--- src/rtl/regfile_wb_sched.sv ---
// regfile_wb_sched
// Write-back scheduler and scoreboard in front of the single-write-port
// register file `regs`.
//  - Arbitrates the one write port among ALU / LSU / MDU write-back sources
//    with a round-robin pointer (last granted source).
//  - Keeps a pending bit per architectural register for issued instructions
//    whose results are still outstanding, and stalls issue on RAW / WAW.
// Ports:
//  clk, rst_n                   clock, asynchronous active-low reset
//  iss_val/rs1/rs2/*_use/rd/rd_wen   issue-stage instruction
//  iss_stall                    issue must hold this cycle
//  {alu,lsu,mdu}_wb_val/rd/dat  write-back requests (held until fired)
//  {alu,lsu,mdu}_wb_rdy         write-back accepted this cycle
//  wr_val/wr_rd/wr_dat          register-file write port (drives regs)
//  pend_vec                     scoreboard (bit 0 always 0)
//  wb_err                       sticky: write-back hit a non-pending register
module regfile_wb_sched #(
   parameter int XLEN = 32
) (
   input  logic            clk,
   input  logic            rst_n,
   input  logic            iss_val,
   input  logic [4:0]      iss_rs1,
   input  logic [4:0]      iss_rs2,
   input  logic            iss_rs1_use,
   input  logic            iss_rs2_use,
   input  logic [4:0]      iss_rd,
   input  logic            iss_rd_wen,
   output logic            iss_stall,
   input  logic            alu_wb_val,
   input  logic [4:0]      alu_wb_rd,
   input  logic [XLEN-1:0] alu_wb_dat,
   output logic            alu_wb_rdy,
   input  logic            lsu_wb_val,
   input  logic [4:0]      lsu_wb_rd,
   input  logic [XLEN-1:0] lsu_wb_dat,
   output logic            lsu_wb_rdy,
   input  logic            mdu_wb_val,
   input  logic [4:0]      mdu_wb_rd,
   input  logic [XLEN-1:0] mdu_wb_dat,
   output logic            mdu_wb_rdy,
   output logic            wr_val,
   output logic [4:0]      wr_rd,
   output logic [XLEN-1:0] wr_dat,
   output logic [31:0]     pend_vec,
   output logic            wb_err
);

   localparam logic [1:0] SRC_ALU = 2'd0;
   localparam logic [1:0] SRC_LSU = 2'd1;
   localparam logic [1:0] SRC_MDU = 2'd2;

   logic [1:0]      last_r;
   logic [31:0]     pend_r;
   logic            wb_err_r;

   logic [2:0]      val_s;
   logic [2:0]      pick_s;
   logic            fire_s;
   logic [1:0]      gnt_idx_s;
   logic [4:0]      wb_rd_s;
   logic [XLEN-1:0] wb_dat_s;
   logic            hazard_s;
   logic            iss_fire_s;
   logic [31:0]     set_s;
   logic [31:0]     clr_s;
   logic [31:0]     pend_nxt_s;
   logic            err_hit_s;

   // First valid source in the given priority order; returns {found, index}.
   function automatic logic [2:0] pick_first(input logic [2:0] v,
                                             input logic [1:0] p0,
                                             input logic [1:0] p1,
                                             input logic [1:0] p2);
      if (v[p0]) begin
         return {1'b1, p0};
      end else if (v[p1]) begin
         return {1'b1, p1};
      end else if (v[p2]) begin
         return {1'b1, p2};
      end else begin
         return 3'b000;
      end
   endfunction

   assign val_s = {mdu_wb_val, lsu_wb_val, alu_wb_val};

   // Round-robin: search starts at the source after the last granted one.
   always_comb begin
      pick_s = 3'b000;
      case (last_r)
         SRC_ALU: pick_s = pick_first(val_s, SRC_LSU, SRC_MDU, SRC_ALU);
         SRC_LSU: pick_s = pick_first(val_s, SRC_MDU, SRC_ALU, SRC_LSU);
         default: pick_s = pick_first(val_s, SRC_ALU, SRC_LSU, SRC_MDU);
      endcase
   end

   // A grant always goes to a valid source, so grant and fire coincide.
   assign fire_s    = pick_s[2];
   assign gnt_idx_s = pick_s[1:0];

   // Write-port mux; idle port presents zero index and data.
   always_comb begin
      wb_rd_s  = 5'd0;
      wb_dat_s = {XLEN{1'b0}};
      if (fire_s) begin
         case (gnt_idx_s)
            SRC_ALU: begin
               wb_rd_s  = alu_wb_rd;
               wb_dat_s = alu_wb_dat;
            end
            SRC_LSU: begin
               wb_rd_s  = lsu_wb_rd;
               wb_dat_s = lsu_wb_dat;
            end
            default: begin
               wb_rd_s  = mdu_wb_rd;
               wb_dat_s = mdu_wb_dat;
            end
         endcase
      end else begin
         wb_rd_s  = 5'd0;
         wb_dat_s = {XLEN{1'b0}};
      end
   end

   assign alu_wb_rdy = fire_s & (gnt_idx_s == SRC_ALU);
   assign lsu_wb_rdy = fire_s & (gnt_idx_s == SRC_LSU);
   assign mdu_wb_rdy = fire_s & (gnt_idx_s == SRC_MDU);
   assign wr_val     = fire_s;
   assign wr_rd      = wb_rd_s;
   assign wr_dat     = wb_dat_s;

   // A register written back this cycle is still pending: regs updates at the edge.
   assign hazard_s   = iss_val & ((iss_rs1_use & pend_r[iss_rs1]) |
                                  (iss_rs2_use & pend_r[iss_rs2]) |
                                  (iss_rd_wen  & pend_r[iss_rd]));
   assign iss_stall  = hazard_s;
   assign iss_fire_s = iss_val & ~hazard_s;

   // Scoreboard next state: set wins over clear on the same index; x0 never pends.
   always_comb begin
      set_s = 32'd0;
      clr_s = 32'd0;
      if (iss_fire_s && iss_rd_wen && (iss_rd != 5'd0)) begin
         set_s = 32'd1 << iss_rd;
      end else begin
         set_s = 32'd0;
      end
      if (fire_s && (wb_rd_s != 5'd0)) begin
         clr_s = 32'd1 << wb_rd_s;
      end else begin
         clr_s = 32'd0;
      end
      pend_nxt_s = ((pend_r & ~clr_s) | set_s) & ~32'd1;
   end

   assign err_hit_s = fire_s & (wb_rd_s != 5'd0) & ~pend_r[wb_rd_s];

   // State registers: pointer, scoreboard and sticky error flag.
   always_ff @(posedge clk or negedge rst_n) begin
      if (!rst_n) begin
         last_r   <= SRC_MDU;
         pend_r   <= 32'd0;
         wb_err_r <= 1'b0;
      end else begin
         if (fire_s) begin
            last_r <= gnt_idx_s;
         end else begin
            last_r <= last_r;
         end
         pend_r   <= pend_nxt_s;
         wb_err_r <= wb_err_r | err_hit_s;
      end
   end

   assign pend_vec = pend_r;
   assign wb_err   = wb_err_r;

endmodule

--- config.mk ---
export PLATFORM = sky130hd
export DESIGN_NAME = regfile_wb_sched
export DESIGN_NICKNAME = d
export VERILOG_FILES = /design/src/rtl/regfile_wb_sched.sv
export SDC_FILE = /design/constraint.sdc
export NUM_CORES = 1
export LEC_CHECK = 0
export BUFFER_PORTS_ARGS = -buffer_cell sky130_fd_sc_hd__buf_2
export CORE_MARGIN = 2
export CORE_UTILIZATION = 44
export DETAILED_ROUTE_END_ITERATION = 10
export PLACE_DENSITY_LB_ADDON = 0.2
export SLEW_MARGIN = 40
export SYNTH_ARGS = -nofsm -noshare
export SYNTH_HDL_FRONTEND = slang
export SYNTH_SLANG_ARGS = --single-unit
export TNS_END_PERCENT = 20
--- constraint.sdc ---
create_clock -name clk -period 2.6 [get_ports clk]
set_input_delay 0.26 -clock clk [delete_from_list [all_inputs] [get_ports clk]]
set_output_delay 0.26 -clock clk [all_outputs]
set_load 0.005 [all_outputs]
Word level (Yosys, flattened, before mapping) --
Index checks and enable logic that the tools add are counted.
Storage, ports and cells: register bits after elaboration 34, latch bits 0, memory bits (writable) 0, ROM bits 0, output and inout bits 75, memories 0
Cells by class: add/subtract/negate cells 0, $mul 0, div/mod/pow operators 0, order comparisons 4, equal/unequal tests 3, shift-type cells 2, mux-type cells 24, bitwise logic cells 18, reductions and logical operators 7
Operators by type and width (number):
- 32-bit two-way mux | 3
- 32-bit one-hot mux with 2 select lines | 1
- 1-bit by 5-bit << shifter with 32-bit output, first input constant | 2
- 32-bit bitwise AND | 1
- 32-bit NOT | 1
- 32-bit bitwise OR | 1
- 3-bit two-way mux | 9
- 5-bit by 6-bit less-than comparator with 1-bit output, second input constant | 4
- 1-bit binary-select mux with 5-bit select | 4
- 1-bit bitwise AND | 10
- 5-bit one-hot mux with 2 select lines | 1
- 5-bit nonzero test | 2
- 3-bit one-hot mux with 2 select lines | 1
- 5-bit two-way mux | 1
- 2-bit by 1-bit == test with 1-bit output, second input constant | 2
- 2-bit logical NOT | 2
- 1-bit two-way mux | 4
- 1-bit logical AND | 3
- 1-bit bitwise OR | 3
- 2-bit == test, second input constant | 1
- 1-bit NOT | 2

Logic depth before layout (Yosys ltp) --
Gate-level depths: netlist of run 1.
depth in word-level cells 13, depth in mapped cells 11, depth with buffers taken out 9

Worst setup path before layout of run 1 --
No wires, ideal clock.
path kind register to register, start register last_r[1], end register wb_err_r, in the netlist wb_err, arrival 2259 ps, slack 219 ps, cell stages (with the launch flop) 12, period minus slack after synthesis 2381 ps, cells stage by stage dfstp_2 -> buf_2 -> nor2b_1 -> a22oi_4 -> inv_2 -> a221o_1 -> inv_2 -> buf_6 -> a21oi_1 -> a221oi_2 -> o311ai_1 -> o22a_1
On the way: cells in the longest elaborated chain, start to end 10, elaborated cells between the ends (all ways) 14
Ends and longest elaborated chain:
- from (decl) | RTL line 53 | logic [1:0] last_r;
- from (signal assigned) | RTL line 168 | last_r <= gnt_idx_s;
- from (signal assigned) | RTL line 170 | last_r <= last_r;
- 2-bit by 1-bit == test with 1-bit output / 2-bit logical NOT (equally long branches)
- 3-bit one-hot mux with 2 select lines * | RTL line 91 | case (last_r)
- 2-bit by 1-bit == test with 1-bit output / 2-bit logical NOT (equally long branches) | RTL line 107 | case (gnt_idx_s)
- 5-bit one-hot mux with 2 select lines | RTL line 107
- 5-bit two-way mux * | RTL line 106 | if (fire_s) begin
- net wr_rd[0] | RTL line 43 | output logic [4:0] wr_rd,
- 1-bit binary-select mux with 5-bit select | RTL line 158 | assign err_hit_s = fire_s & (wb_rd_s != 5'd0) & ~pend_r[wb_rd_s];
- 1-bit two-way mux (implied by the code) | RTL line 158
- 1-bit NOT | RTL line 158
- 1-bit bitwise AND * | RTL line 158
- 1-bit bitwise OR * | RTL line 173 | wb_err_r <= wb_err_r | err_hit_s;
- to (signal assigned) | RTL line 173
- to (decl) | RTL line 55 | logic wb_err_r;
Mark *: on every way through the listed nets, which the timed path passes. The rest lies on a longest branch. The select of a mux whose other input is x is not followed. A chain may end at the register's enable or synchronous reset.

Worst setup path after layout of run 1 --
start register pend_r[24], in the netlist pend_vec[24], end output port iss_stall
On the way: cells in the longest elaborated chain, start to end 6, elaborated cells between the ends (all ways) 12
Ends and longest elaborated chain:
- from (decl) | RTL line 54 | logic [31:0] pend_r;
- from (signal assigned) | RTL line 172 | pend_r <= pend_nxt_s;
- 1-bit binary-select mux with 5-bit select, on equally long branches | RTL line 135, 136
- 1-bit two-way mux, on equally long branches | RTL line 135, 136
- 1-bit bitwise AND, on equally long branches | RTL line 135, 136
- 1-bit bitwise OR | RTL line 135 | assign hazard_s = iss_val & ((iss_rs1_use & pend_r[iss_rs1]) |
- 1-bit bitwise OR * | RTL line 136 | (iss_rs2_use & pend_r[iss_rs2]) |
- 1-bit bitwise AND * | RTL line 135
- to (decl) | RTL line 29 | output logic iss_stall,
Mark *: on every way between the ends. The rest lies on a longest branch, timed or not. The select of a mux whose other input is x is not followed.

==> results of run 1 <==
[routing by layer]
metal  track usage (%)  vias up  part of all wire, %
li1                  -     1980                    -
met1              44.0     2156                   38
met2              52.4      336                   48
met3              7.49       34                   12
met4              9.68        0                  2.2
met5                 0        -                    0
[Yosys cell counts, types with 3 or more instances]
cell,n
a21oi_1,8
a222oi_1,29
a22oi_1,5
buf_2,10
buf_6,3
clkbuf_1,16
dfrtp_1,33
inv_1,13
inv_2,5
mux2i_1,12
mux4_2,27
nand2_1,61
nand2b_1,6
nand3_1,5
nor2_1,31
nor3_1,4
nor3b_1,5
o211ai_1,4
o21ai_0,37
o21ai_1,30
[worst max-delay path: cells and delay by family, from the launching register on]
family	cells	cell delay, ps
AO/OA/AOI/OAI	1	100
buffers and inverters	1	120
flip-flops	1	470
multiplexers	2	950
AND/OR/NAND/NOR	3	500
[path summary, 6_finish.rpt]
check / start / endpoint / slack (ps) / cells after the start
worst max-delay path: pend_vec[24] / iss_stall / -90 / 7
worst min-delay path: iss_rd[2] / pend_vec[11] / 410 / 4
worst max register to register: last_r[1] / wb_err / 110 / 9
worst min register to register: last_r[1] / last_r[1] / 530 / 2
max in group asynchronous: rst_n / last_r[1] / 1790 / 2
min in group asynchronous: rst_n / pend_vec[15] / 470 / 2
[metrics by stage]
stage	cell area (um2)	setup WS, ps	instances	hold slack, ps
2_1_floorplan	3460	219	396	-35.6
3_3_place_gp	4660	85.2	699	372
3_5_place_dp	4660	61.9	699	378
4_1_cts	4810	-54.4	713	68.2
5_1_grt	4860	-114	715	415
6_report	4860	-88.1	715	408
[power by group]
group	leakage [nW]	internal [W]	switching [W]
Sequential	0.425	0.000653	0.000227
Clock	0.0482	0.000213	0.000188
Combinational	1.86	0.000713	0.000720
Total	2.33	0.00158	0.00113
[placed cells by master (no fill, tap or decap), drive strengths merged, types with 3 or more instances in the layout]
master	n
nor2	32
a21oi	9
o211ai	4
mux2i	12
buf	238
nand3	5
inv	18
a222oi	29
mux2	3
nor3	4
a22oi	6
o21ai	68
nand2	61
dfrtp	33
nor3b	6
mux4	27
clkbuf	7
nand2b	7
[cell type report]
| type | count | area [um2] |
|---|---|---|
| Antenna cell | 1 | 2.50 |
| Clock buffer | 7 | 86.3 |
| Clock inverter | 1 | 5.00 |
| Fill cell | 693 | 2830 |
| Inverter | 19 | 71.3 |
| Multi-Input combinational cell | 312 | 2410 |
| Sequential cell | 34 | 872 |
| Tap cell | 102 | 128 |
| Timing Repair Buffer | 239 | 1280 |
[cells by family after synthesis]
family,share of synthesized area [%]
muxes,22.0
buffers and inverters,6.55
other,0.108
DFF,24.6
AOI/OAI and AO/OA,29.4
and+or+nand+nor,17.3
[state kept, by name (all words and copies together), names as in the netlist]
signal,flops
pend_vec,31
last_r,2
wb_err,1
[repair_timing]
action | CTS | global route
buffers inserted | 6 | 0
hold buffers | 0 | 1
gates resized for setup | 10 | 11
endpoints found under the setup margin | 1 | 3
pin swaps | 3 | 0
hold endpoints to repair | 0 | 33
==> results.yml, run 1 <==
floorplan:
  rows: 32
  fp.coreArea_um2: 7690
  start_util_pct: 45.0
  die_area_um2: 8590
  fp.dieW_um: 92.7
  die_h_um: 92.7
  io_pins: 210
yosys:
  synth-edff-count: 0
  ys_seq_area_share_pct: 24.6
  ys_seq_elements: 34
  synthFlopType: "dfrtp_1"
  syn_area_per_cell_um2: 8.74
  yosysUniqueCellTypes: 61
  synth_top_area_share_pct: 23.9
  yosys_warnings: 0
  yosysTopAreaCell: "dfrtp_1"
  ys_top_cells_by_area: "dfrtp_1 24%, mux4_2 18%, a222oi_1 8.4%"
  async_flop_share_pct: 100
  synthesis.nets: 531
  netlist_area_um2: 3460
  synthCells: 396
drt:
  wire_per_inst_um: 19.9
  vias_per_cell: 6.30
  first_iter_violations: 675
  drtPass1Iterations: 8
  wl_um: 14300
  remaining_drc_errors: 0
  ant_nets: 0
  routed-via-count: 4506
critical_path:
  worstSetupPathType: "register to primary output"
  required_ps: 2340
  path_cells: "mux4_2, mux4_2, nand2b_4, o211ai_1, nand3_1, and2_1, buf_2"
  path_common_cell: "mux4_2"
  endpoint_kind: "primary output"
  cp_data_arrival_time_ps: 2430
  slowest_stage: "mux4_2"
  critPathMaxFanout: 6
  cpPeakStageDelay_ps: 480
  critPathLaunchType: "register"
global_route:
  grt_antenna_before_repair: 1
  track_usage_pct: 32.5
  first_global_vias: 4231
  overflow: 0
  grt_max_degree: 35
  grt_pass1_wl_um: 21900
clock_network:
  cts_root_buf: "clkbuf_8"
  worstSkewPairLatency_ps: 290
  clkSlewWorstSetupHoldPaths_ps: 70
  cts.sinks: 34
  cts_tree: "done"
  cts_buffers: 5
  ctsLongestPathBuffers: 2
  cts_htree_levels: 2
timing:
  rsz0062_at_grt: "yes"
  hold_viol: 0
  skew_ps: 5.58
  tns_ps: -88.1
  setup_slack_ps: -88.1
  period_needed_ps: 2690
  setup_viol: 1
  tightestPinTransition_ps: 583
  drv_slew: 0
  fin_crit_sh_pct: 103
  slew_headroom_pct: 60.9
  fmax_mhz: 372
layout:
  drive_gt1_share_pct: 51.1
  final_nets: 746
  final_util_pct: 63.2
  syn2layout_area_growth_pct: 40.4
run_status:
  status: "finished, violations left"
  violations: "setup timing"
power_and_ir_drop:
  powerDensity_nw_per_um2: 558
  power.total_w: 0.00271
  vdd_drop_max_mv: 0.299
  power.leakage_nw: 2.33
placement:
  port_buffers: 208
  place.gp.congestion: 0.972
  hpwlAfterDp_um: 10900
hold_path:
  hp-class: "input port to register"
run:
  cap_viol_max_count: 0
No activity file was read; power rests on OpenSTA's default activity.
==> run 2: changes to the inputs <==
--- a/config.mk
+++ b/config.mk
@@ -14,4 +14,3 @@
 export SYNTH_ARGS = -nofsm -noshare
 export SYNTH_HDL_FRONTEND = slang
 export SYNTH_SLANG_ARGS = --single-unit
-export TNS_END_PERCENT = 20
==> constraint.sdc (replaced) <==
create_clock -name clk -period 2.6 [get_ports clk]
set_input_delay 0.13 -clock clk [delete_from_list [all_inputs] [get_ports clk]]
set_output_delay 0.13 -clock clk [all_outputs]
set_load 0.005 [all_outputs]
==> run 2 against run 1 <==
Against the previous run:
- the run now ends clean
- combinational power about the same
- critical path depth is the same
- total power down 0.72%
- highest routed layer unchanged
==> results.yml, run 2 (same netlist as run 1, synthesis figures left out) <==
floorplan:
  fp.dieW_um: 92.7
  io_pins: 210
  start_util_pct: 45.0
  fp.coreArea_um2: 7690
  die_area_um2: 8590
  rows: 32
  die_h_um: 92.7
placement:
  port_buffers: 208
  hpwlAfterDp_um: 10800
  place.gp.congestion: 1.01
  dp_cells: 697
hold_path:
  whs_path_depth: 4
  hp-class: "input port to register"
timing:
  rsz0062_at_grt: "yes"
  tightestPinTransition_ps: 789
  fmax_mhz: 392
  hold_viol: 0
  fin_hold_ws_ps: 257
  slew_headroom_pct: 47.0
  period_needed_ps: 2550
  fin_crit_sh_pct: 98.2
  drv_slew: 0
  skew_ps: 8.75
  tns_ps: 0
  setup_viol: 0
clock_network:
  ctsLongestPathBuffers: 2
  worstSkewPairLatency_ps: 290
  cts_buffers: 5
  cts_htree_levels: 2
  cts.sinks: 34
  clkSlewWorstSetupHoldPaths_ps: 70
  cts_root_buf: "clkbuf_8"
  cts_tree: "done"
power_and_ir_drop:
  vdd_drop_max_mv: 0.239
  intPower_w: 0.00156
  p_switching_w: 0.00113
  powerDensity_nw_per_um2: 559
  switching_share_pct: 42.1
  clkPwrFrac_pct: 15.5
  power.total_w: 0.00269
  comb_power_share_pct: 52.1
  power.leakage_nw: 2.32
  seqPwrFrac_pct: 32.5
critical_path:
  ff2ff_setup_slack_ps: 120
  endpoint: "iss_stall"
  slowest_stage: "mux4_2"
  critPathMaxFanout: 7
  startpoint: "pend_vec[16]"
  reg2reg_depth: 9
  worstSetupPathType: "register to primary output"
  reg2reg_to: "wb_err"
  cpPeakStageDelay_ps: 500
  critPathLaunchType: "register"
  rr_startpoint: "last_r[1]"
  path_common_cell: "mux4_2"
  cp_data_arrival_time_ps: 2420
  endpoint_kind: "primary output"
  path_cells: "mux4_2, mux4_2, nand2b_4, o211ai_1, nand3_1, and2_1, buf_2"
  required_ps: 2470
global_route:
  overflow: 0
  track_usage_pct: 31.8
  first_global_vias: 4200
  grt_pass1_wl_um: 21500
  grt_max_degree: 36
  grt_antenna_before_repair: 0
layout:
  largest_register_ffs: 31
  mostFrequentLayoutCell: "buf_2"
  final_util_pct: 62.7
  final_nets: 741
  fin_cells: 709
  drive_gt1_share_pct: 49.6
  fill_cells: 715
  final_cell_mix: "207 x buf_2, 61 x nand2_1, 37 x o21ai_0"
  diodes: 0
  syn2layout_area_growth_pct: 39.3
drt:
  vias_per_cell: 6.27
  wl_um: 14100
  first_iter_violations: 708
  remaining_drc_errors: 0
  routed-via-count: 4447
  ant_nets: 0
  drtPass1Iterations: 9
  wire_per_inst_um: 19.9
run_status:
  status: "completed"
run:
  cap_viol_max_count: 0
==> run 2: final cells by class <==
| type | instances | area [um2] | area share (%) |
|---|---|---|---|
| clock inverters | 2 | 12.5 | 0.260 |
| inverters | 19 | 71.3 | 1.48 |
| clock buffers | 6 | 82.6 | 1.71 |
| flip-flops and latches | 34 | 862 | 17.9 |
| well taps | 102 | 128 | 2.65 |
| repair buffers | 234 | 1250 | 26.0 |
| multi-input cells | 312 | 2410 | 50.0 |
==> run 2: critical path: cells and delay by family (launching register included) <==
kind                   cells  cell delay [ps]
muxes                      2              970
AOI/OAI and AO/OA          1              130
buffers and inverters      1              120
and+or+nand+nor            3              450
DFF                        1              480
==> run 2: power groups by stage <==
stage	registers, W	logic, W	clock network, W
final	0.000874	0.00140	0.000416
after global routing	0.000883	0.00152	0.000440
after CTS	0.000853	0.00135	0.000414
after detailed placement	0.000862	0.00134	0
after global placement	0.000853	0.00132	0
after floorplan	0.000780	0.000776	0
==> run 2: routing by layer <==
layer | global-route usage [%] | part of all wire (%)
met1 | 43.3 | 38
met2 | 52.4 | 49
met3 | 6.59 | 11
met4 | 7.35 | 1.7
met5 | 1.28 | 0
==> run 2: per-stage QoR <==
stage,cell area [um2],worst slack [ps]
floorplan,3460,219
global route,4820,-38.2
finish,4820,45.8
CTS,4750,20.8
global placement,4640,190
detailed placement,4650,123
==> run 2: worst min path at each step <==
stage	start	slack, ps	to
after floorplan	rst_n	-170	last_r[0]
after global placement	rst_n	240	pend_vec[12]
after detailed placement	rst_n	240	pend_vec[3]
after CTS	iss_rd[4]	240	pend_vec[5]
after global routing	iss_rd[4]	290	pend_vec[6]
final	iss_rd[4]	260	pend_vec[5]
==> run 2: what timing repair did <==
action                                  CTS  global route
gates resized for setup                   1            13
setup buffers                             0             3
hold buffers                              1             0
endpoints found under the setup margin    1             9
pin swaps                                 0             3
hold endpoints to repair                 33             0
